**config.mk**
```make
export PLATFORM = sky130hd
export DESIGN_NAME = csr_timer
export DESIGN_NICKNAME = d
export VERILOG_FILES = /design/src/rtl/csr_timer_pkg.sv /design/src/rtl/csr_timer_stable_counter.sv /design/src/rtl/csr_timer.sv
export SDC_FILE = /design/constraint.sdc
export NUM_CORES = 1
export LEC_CHECK = 0
export CORE_AREA = 4 4 133 148
export DETAILED_ROUTE_END_ITERATION = 16
export DIE_AREA = 0 0 137 152
export GPL_TIMING_DRIVEN = 0
export PLACE_DENSITY_LB_ADDON = 0.1
export REMOVE_ABC_BUFFERS = 1
export SETUP_SLACK_MARGIN = 0.02
export SYNTH_ARGS = -nofsm -noshare
export SYNTH_HDL_FRONTEND = slang
export SYNTH_SLANG_ARGS = --single-unit
```
**constraint.sdc**
```tcl
create_clock -name clk -period 2.6 [get_ports clk]
set_input_delay 0.52 -clock clk [delete_from_list [all_inputs] [get_ports clk]]
set_output_delay 0.52 -clock clk [all_outputs]
set_load 0.01 [all_outputs]
```
**src/rtl/csr_timer_pkg.sv**
```systemverilog
// Shared definitions for the constant timer CSR block.
package csr_timer_pkg;

  localparam int unsigned XLEN   = 32;
  localparam int unsigned CNT_W  = 64;
  localparam int unsigned TI_BIT = 11;

  localparam logic [13:0] CSR_TID   = 14'h040;
  localparam logic [13:0] CSR_TCFG  = 14'h041;
  localparam logic [13:0] CSR_TVAL  = 14'h042;
  localparam logic [13:0] CSR_TICLR = 14'h044;

  // TCFG layout: [0] en, [1] periodic, [31:2] initval
  typedef struct packed {
    logic [29:0] initval;
    logic        periodic;
    logic        en;
  } tcfg_t;

  typedef enum logic [1:0] {
    IDLE = 2'd0,
    RUN  = 2'd1,
    DONE = 2'd2
  } timer_state_t;

  // Mask keeping the low n bits of a 32-bit timer value.
  function automatic logic [31:0] timer_mask(input int unsigned n);
    if (n >= 32) return 32'hFFFF_FFFF;
    return 32'((64'd1 << n) - 64'd1);
  endfunction

endpackage

```
**src/rtl/csr_timer_stable_counter.sv**
```systemverilog
// Free-running stable counter read by rdcnt* instructions.
module csr_timer_stable_counter #(
  parameter int unsigned W = 64
) (
  input  logic         clk,
  input  logic         rst,
  output logic [W-1:0] cnt_o
);

  // Increment every cycle, wrapping naturally at 2^W.
  always_ff @(posedge clk) begin
    if (rst) cnt_o <= '0;
    else     cnt_o <= cnt_o + W'(1);
  end

endmodule

```
**src/rtl/csr_timer.sv**
```systemverilog
// Per-core constant timer (TCFG/TVAL/TID/TICLR) plus the 64-bit stable counter.
module csr_timer
  import csr_timer_pkg::*;
#(
  parameter int unsigned TIMER_N = 32,
  parameter logic [31:0] CORE_ID = 32'h0
) (
  input  logic             clk,
  input  logic             rst,
  input  logic             tcfg_we,
  input  logic [XLEN-1:0]  tcfg_wdata,
  input  logic             ticlr_we,
  input  logic [XLEN-1:0]  ticlr_wdata,
  input  logic             tid_we,
  input  logic [XLEN-1:0]  tid_wdata,
  output logic [XLEN-1:0]  tcfg_o,
  output logic [XLEN-1:0]  tval_o,
  output logic [XLEN-1:0]  tid_o,
  output logic [XLEN-1:0]  ticlr_o,
  output logic             ti_o,
  output logic [CNT_W-1:0] stable_cnt_o
);

  localparam logic [XLEN-1:0] TVAL_MASK = timer_mask(TIMER_N);

  timer_state_t    state_q, state_d;
  tcfg_t           tcfg_q, tcfg_d;
  logic [XLEN-1:0] tval_q, tval_d;
  logic [XLEN-1:0] tid_q, tid_d;
  logic            ti_q, ti_d;

  tcfg_t           tcfg_wr;
  logic [XLEN-1:0] reload_wr;
  logic [XLEN-1:0] reload_q;
  logic            expire;
  logic            unused_ticlr;

  // Bits above the implemented width never reach TCFG or TVAL.
  assign tcfg_wr      = tcfg_t'(tcfg_wdata & TVAL_MASK);
  assign reload_wr    = {tcfg_wr.initval, 2'b00};
  assign reload_q     = {tcfg_q.initval, 2'b00};
  assign expire       = (state_q == RUN) && (tval_q == '0);
  assign unused_ticlr = ^ticlr_wdata[XLEN-1:1];

  // Timer state, TCFG/TVAL/TID and sticky interrupt registers.
  always_ff @(posedge clk) begin
    if (rst) begin
      state_q <= IDLE;
      tcfg_q  <= '0;
      tval_q  <= TVAL_MASK;
      tid_q   <= CORE_ID;
      ti_q    <= 1'b0;
    end else begin
      state_q <= state_d;
      tcfg_q  <= tcfg_d;
      tval_q  <= tval_d;
      tid_q   <= tid_d;
      ti_q    <= ti_d;
    end
  end

  // Countdown, expiry handling and CSR write effects.
  always_comb begin
    state_d = state_q;
    tcfg_d  = tcfg_q;
    tval_d  = tval_q;
    tid_d   = tid_q;
    ti_d    = ti_q;

    unique case (state_q)
      RUN: begin
        if (tval_q != '0) begin
          tval_d = tval_q - XLEN'(1);
        end else if (tcfg_q.periodic) begin
          tval_d = reload_q;
        end else begin
          tval_d  = TVAL_MASK;
          state_d = DONE;
        end
      end
      IDLE, DONE: ;
      default: state_d = IDLE;
    endcase

    // A TCFG write overrides whatever the countdown did this cycle.
    if (tcfg_we) begin
      tcfg_d = tcfg_wr;
      if (tcfg_wr.en) begin
        tval_d  = reload_wr;
        state_d = RUN;
      end else begin
        tval_d  = tval_q;
        state_d = IDLE;
      end
    end

    if (tid_we) tid_d = tid_wdata;

    // Expiry wins over a clear landing in the same cycle.
    if (ticlr_we && ticlr_wdata[0]) ti_d = 1'b0;
    if (expire)                     ti_d = 1'b1;
  end

  assign tcfg_o  = XLEN'(tcfg_q);
  assign tval_o  = tval_q;
  assign tid_o   = tid_q;
  assign ti_o    = ti_q;
  assign ticlr_o = '0;

  csr_timer_stable_counter #(.W(CNT_W)) u_stable_counter (
    .clk   (clk),
    .rst   (rst),
    .cnt_o (stable_cnt_o)
  );

endmodule

```
After elaboration in Yosys (flattened, before gate mapping). Cells that the tools add are included. Widths: inputs -> output; s select.

Flip-flop bits (word level): 163. Bits of input ports: 101. Output and inout port bits: 193. Word-level logic and storage cells: 38.

$add $sub $neg: 2. Equal/unequal tests: 6. Multiplexer cells: 12. Reduce and logical (&&, ||, !) cells: 10.

Operators by type and width (count): $mux 32 (5); $add 64x1->64 const B (1); $logic_not 32->1 (1); $reduce_bool 32->1 (1); $sub 32x1->32 const B (1); $mux 2 (3); $ne 3x3->1 const B (2); $pmux 2 s2 (1); $reduce_bool 2->1 (2); $mux 1 (3); $reduce_and 3->1 (1); $eq 2x1->1 const B (1); $eq 2x2->1 const B (1); $logic_and 1x1->1 (2); $logic_not 2->1 (1); $ne 2x1->1 const B (1); $ne 2x2->1 const B (1); $reduce_and 2->1 (1); $reduce_or 2->1 (1).

Longest topological paths before layout.
Word-level depth: 4. Mapped depth: 9. Mapped depth without buffers: 7.

Cells and area by module. A second synthesis with hierarchy kept.

Cells, all modules: 936. Area, all modules: 7855.0 um^2.

Modules (own cells, without submodules): csr_timer (times used 1, cells each 593, area each 4924.7 um^2, seq. area each 1981.9 um^2); csr_timer_stable_counter (times used 1, cells each 343, area each 2930.3 um^2, seq. area each 1281.2 um^2).

Worst setup path before layout. OpenSTA, ideal clock, no wires.

Path kind: reg-to-reg. Start: reg tval_q[14], in the netlist tval_o[14]. End: reg tval_q[29], in the netlist tval_o[29]. Library setup time: 0.070 ns. Arrival: 2.338 ns. Data required time: 2.530 ns. Slack: 0.192 ns. Cell stages (with the launch flop): 8. Path buffers: 2. Clock period less this slack: 2.408 ns. Cell sequence: dfxtp_1 > buf_6 > or4_1 > or4_4 > buf_6 > or4_4 > xor2_1 > a21oi_1.

Longest elaborated chain between the ends: 4. Elaborated cells between the ends (all ways): 5. Those cells by class: add/sub: 1; mux: 3; reduce/logical: 1.

Ends and longest elaborated chain: from (decl) (RTL line csr_timer.sv:28) `logic [XLEN-1:0] tval_q, tval_d;`; from (signal assigned) (RTL line csr_timer.sv:56) `tval_q <= tval_d;`; $sub 32x1->32 / $reduce_bool 32->1 (equally long branches) (RTL line csr_timer.sv:73, csr_timer.sv:72); $mux 32 (*) (RTL line csr_timer.sv:72) `if (tval_q != '0) begin`; $mux 32 (*) (RTL line csr_timer.sv:70) `unique case (state_q)`; $mux 32 (*) (RTL line csr_timer.sv:86) `if (tcfg_we) begin`.

Every way passes the cells marked *; elsewhere a longest branch is shown, timed or not. The select of a mux whose other input is x is not followed. A chain may end at the register's enable or synchronous reset.

Final worst setup path.
Start: reg tval_q[9], in the netlist tval_o[9]. End: reg tval_q[29], in the netlist tval_o[29].

Same word-level chain as after synthesis.

==> results.md <==
Status:
- The flow ran to the end, and the final reports show no timing, DRC or antenna violations.

Cells and area:
- The relative area change from synthesis to final layout is 37.63%.
- The multi-input combinational cells in the finished layout cover a total of 4526 um2.
- The number of antenna diodes in the final layout is 0.
- At the end of the flow, the number of nets in the layout was 1279.
- The fraction of final layout cells sized beyond drive strength 1 is 6.818%.
- Counting the fill cells in the layout gives 1663.
- Registers take 3263 um2.
- Excluding fillers, the count of instances in the completed layout stands at 1431.

Die:
- The number of I/O pins is 294.
- The die footprint is 20820 um2.
- The row count is 52.
- For this configuration, the core starts out at a cell density of 44.50%.
- The die is 152 um tall.
- The horizontal die dimension is 137 um.
- After floorplanning, the core was sized to cover 18220 um2.

Global routing:
- The total overflow left after global routing is 0.
- The initial antenna violation count is 0.
- The wire length of the first global-routing pass is 38270 um.
- Entering global routing, the biggest net connects 122 pins.
- In the global route stage, overall resource usage came out at 22.26%.
- The via count of the first global-routing pass is 7400.

Timing:
- Derived from the worst setup path, the maximum achievable clock frequency is 401.0 MHz.
- For the pin with the worst max-slew slack, the measured transition is 0.9696 ns.
- Setup repair after global routing left no endpoint under its margin.
- The worst path needs 2.494 ns of the cycle, external delays included.
- The clock arrives with 0.008146 ns of skew.
- Adding up every negative setup slack in the final design gives 0 ns.
- Setup violations remaining at the end of the flow were counted as 0.
- Setup slack on the critical path of the routed design comes to 0.1062 ns.
- The number of hold violations in the final report was 0.
- The max-slew violation count is 0.
- The period utilization is 95.92%.
- The relative slew slack is 35.29%.

Placed design:
- The number of placed instances with taps included is 1387.
- The half-perimeter wire length after detailed placement is 16620 um.
- OpenSTA, run right after detailed placement, puts the worst setup slack at -0.9741 ns.
- The last weighted congestion value of the routability-driven placer is 0.8079.
- The count of buffers from port buffering is 230.

Power:
- The net switching fraction of the power is 25.76%.
- The clock network burns 41.0% of the power.
- The worst-case IR drop observed on VDD is 0.4713 mV.
- Of the total power, combinational logic draws 12.5%.
- The cell internal power dissipation is 4.321 mW.
- The cell area power density is 521.7 nW/um2.
- The completed layout was analyzed and its total power is 5.820 mW.
- The relative contribution of sequential cells to total power is 46.5%.
- The analysis attributes to net switching a power of 1.499 mW.
- The analysis attributes to cell leakage a power of 4.003 nW.

Synthesis:
- Counting flops and latches in the post-synthesis netlist gives 163.
- A synthesized cell averages 8.280 um2.
- The count of distinct cell types in the synthesized netlist is 60.
- After technology mapping, the gate count stands at 979.
- By count the netlist is led by 163 x sky130_fd_sc_hd__dfxtp_1, 126 x sky130_fd_sc_hd__nor2_1, 64 x sky130_fd_sc_hd__a21oi_1, 61 x sky130_fd_sc_hd__nand2_1, 53 x sky130_fd_sc_hd__mux2i_1.
- Summed over all instances, the cell type with the most area after synthesis is sky130_fd_sc_hd__dfxtp_1.
- The cell area after synthesis is 8107 um2.
- By area the synthesized netlist is led by sky130_fd_sc_hd__dfxtp_1 40%, sky130_fd_sc_hd__mux2i_1 6.5%, sky130_fd_sc_hd__nor2_1 5.8%, sky130_fd_sc_hd__a21oi_1 4.0%, sky130_fd_sc_hd__xor2_1 3.5%.
- The share of flip-flops with an asynchronous set or reset is 0%.
- The sequential cell area fraction in the yosys report is 40.25%.
- The most instantiated flip-flop cell in the synthesis netlist is sky130_fd_sc_hd__dfxtp_1.
- The count of flip-flops with a built-in enable after synthesis is 0.
- The number of warnings reported in the yosys synthesis log is 0.
- The most common cell in the netlist is sky130_fd_sc_hd__dfxtp_1.
- In this run the biggest area consumer among cell types represents 40.25% of the synthesized area.

Detailed routing:
- In the routed design, unresolved DRC markers number 0.
- The routed layout has 7872 vias.
- Dividing the detail-routed wire length by the instance count gives 16.72 um.
- The number of violations reported at the end of detailed-routing iteration 0 is 385.
- The post-route antenna net violation count is 0.
- Using the TritonRoute via totals, the vias-per-cell ratio works out to 5.501.
- Wires add up to 23930 um.
- The iteration count of the initial detailed-routing pass is 5.

Critical path:
- The launching element type of the critical path is a register.
- At the worst endpoint, the required time is 2.90 ns.
- The category of the most critical setup path is register to register.
- The worst setup path is captured at a register.
- The data arrival time of the critical path is 2.79 ns.
- The slack of the worst reg-to-reg path is 0.11 ns.
- By instance count, the cell type seen most on the critical path is sky130_fd_sc_hd__or4_4.
- The largest single stage delay on the critical path is 0.66 ns.
- The critical-path cell with the highest stage delay is sky130_fd_sc_hd__or4_4.
- Traced cell by cell, the critical path runs through or4_1, or4_4, or4_4, xor2_1, a21oi_1.
- Of all nets on the critical path, the largest fanout is 15.

Clock tree:
- TritonCTS built the clock tree.
- The root buffer cell is sky130_fd_sc_hd__clkbuf_16.
- The clock passes through at most 2 buffers.
- For the worst-skew pair, the clock arrives at the later sink with an insertion delay of 0.42 ns.
- The number of buffers created by CTS is 17.
- The clock drives 163 sinks.
- The clock slew seen by the registers of the worst setup and hold paths is 0.06 ns.
- The H-tree level count is 4.
- The number of hold buffers added after CTS was 0.

Min path:
- The type of the worst min-delay path is register to register.

Job:
- The count of maximum capacitance violations is 0.
[power groups by stage]
stage	Sequential (mW)	Combinational (mW)	Clock (mW)
5_1_grt	2.72	0.789	2.55
2_1_floorplan	2.78	0.239	0
6_report	2.71	0.725	2.39
3_5_place_dp	2.76	0.723	0
4_1_cts	2.70	0.727	2.44
3_3_place_gp	2.75	0.733	0
[sequential cells by signal, indices dropped and copies added, names as in the netlist]
| name | cells |
|---|---|
| tid_o | 32 |
| tcfg_o | 32 |
| state_q | 2 |
| tval_o | 32 |
| u_stable_counter.cnt_o | 64 |
| ti_o | 1 |
[logic make-up after synthesis]
| family | after synthesis | share of synthesized area (%) |
|---|---|---|
| xor+xnor | 42 | 4.538 |
| other cells | 1 | 0.04626 |
| compound gates | 195 | 15.27 |
| flops | 163 | 40.25 |
| mux | 56 | 6.961 |
| simple gates | 404 | 25.44 |
| fa+ha+maj | 3 | 0.4631 |
| buf+inv | 115 | 7.038 |
[critical path: cells and delay by family (launching register included)]
| family | cells | cell delay [ns] |
|---|---|---|
| XOR/XNOR | 1 | 0.15 |
| AND/OR/NAND/NOR | 3 | 1.78 |
| AO/OA/AOI/OAI | 1 | 0.08 |
| flip-flops | 1 | 0.37 |
[timing repair]
item / in CTS / in global routing
pin swaps: 3 / 2
setup buffers: 8 / 4
endpoints found under the hold margin: 0 / 0
gates resized for setup: 15 / 10
setup endpoints to repair: 59 / 22
[layout by cell type, fill, tap and decap left out, types with 5 or more instances in the layout]
master	count
sky130_fd_sc_hd__xnor2_1	10
sky130_fd_sc_hd__nand3_1	26
sky130_fd_sc_hd__nand4_1	34
sky130_fd_sc_hd__a31oi_1	16
sky130_fd_sc_hd__o31a_1	7
sky130_fd_sc_hd__clkdlybuf4s50_1	227
sky130_fd_sc_hd__conb_1	32
sky130_fd_sc_hd__dfxtp_1	163
sky130_fd_sc_hd__nand2_1	59
sky130_fd_sc_hd__mux2i_1	53
sky130_fd_sc_hd__a21oi_1	63
sky130_fd_sc_hd__or3_1	23
sky130_fd_sc_hd__o21ai_0	36
sky130_fd_sc_hd__clkbuf_16	17
sky130_fd_sc_hd__a41oi_1	6
sky130_fd_sc_hd__and3_1	9
sky130_fd_sc_hd__and4_1	7
sky130_fd_sc_hd__buf_4	13
sky130_fd_sc_hd__nor2b_1	5
sky130_fd_sc_hd__inv_1	15
sky130_fd_sc_hd__xor2_1	32
sky130_fd_sc_hd__nor2_1	125
sky130_fd_sc_hd__o31ai_1	23
sky130_fd_sc_hd__or4_1	23
sky130_fd_sc_hd__nor3_1	41
sky130_fd_sc_hd__nor4_1	13
sky130_fd_sc_hd__a211oi_1	15
[per-layer routing]
layer / routed length (um) / global-route usage (%) / vias up / part of all wire, %
met5: 0 / 0 / - / 0
met4: 417 / 6.749 / 0 / 1.7
met3: 1904 / 6.746 / 28 / 8.0
met2: 11190 / 35.73 / 249 / 47
met1: 10410 / 28.70 / 3706 / 44
li1: - / - / 3889 / -
[final cells by class]
type                            instances  area share [%]
Multi-Input combinational cell        732           40.56
Sequential cell                       163           29.25
Timing Repair Buffer                  246           21.99
Clock buffer                           20           4.004
Tap cell                              243           2.725
Clock inverter                         12          0.9644
Inverter                               15          0.5047
[stage by stage]
stage / cell area, um2 / hold WS [ns] / util (%)
finish: 11160 / 0.4635 / 61.24
detailed placement: 10390 / 0.4575 / 57.04
global placement: 10310 / 0.4521 / 56.62
CTS: 11070 / 0.4673 / 60.74
floorplan: 7709 / 0.4798 / -
global route: 11160 / 0.4860 / 61.24
[worst paths after layout]
kind,startpoint,to,depth (start not counted)
worst max register to register,tval_o[9]$_SDFFE_PP1P_,tval_o[29]$_SDFFE_PP1P_,5
worst max-delay path,tval_o[9]$_SDFFE_PP1P_,tval_o[29]$_SDFFE_PP1P_,5
worst min register to register,tcfg_o[31]$_SDFFE_PP0P_,tcfg_o[31]$_SDFFE_PP0P_,2
worst min-delay path,tcfg_o[31]$_SDFFE_PP0P_,tcfg_o[31]$_SDFFE_PP0P_,2
Power figures use the tool's default switching activity.
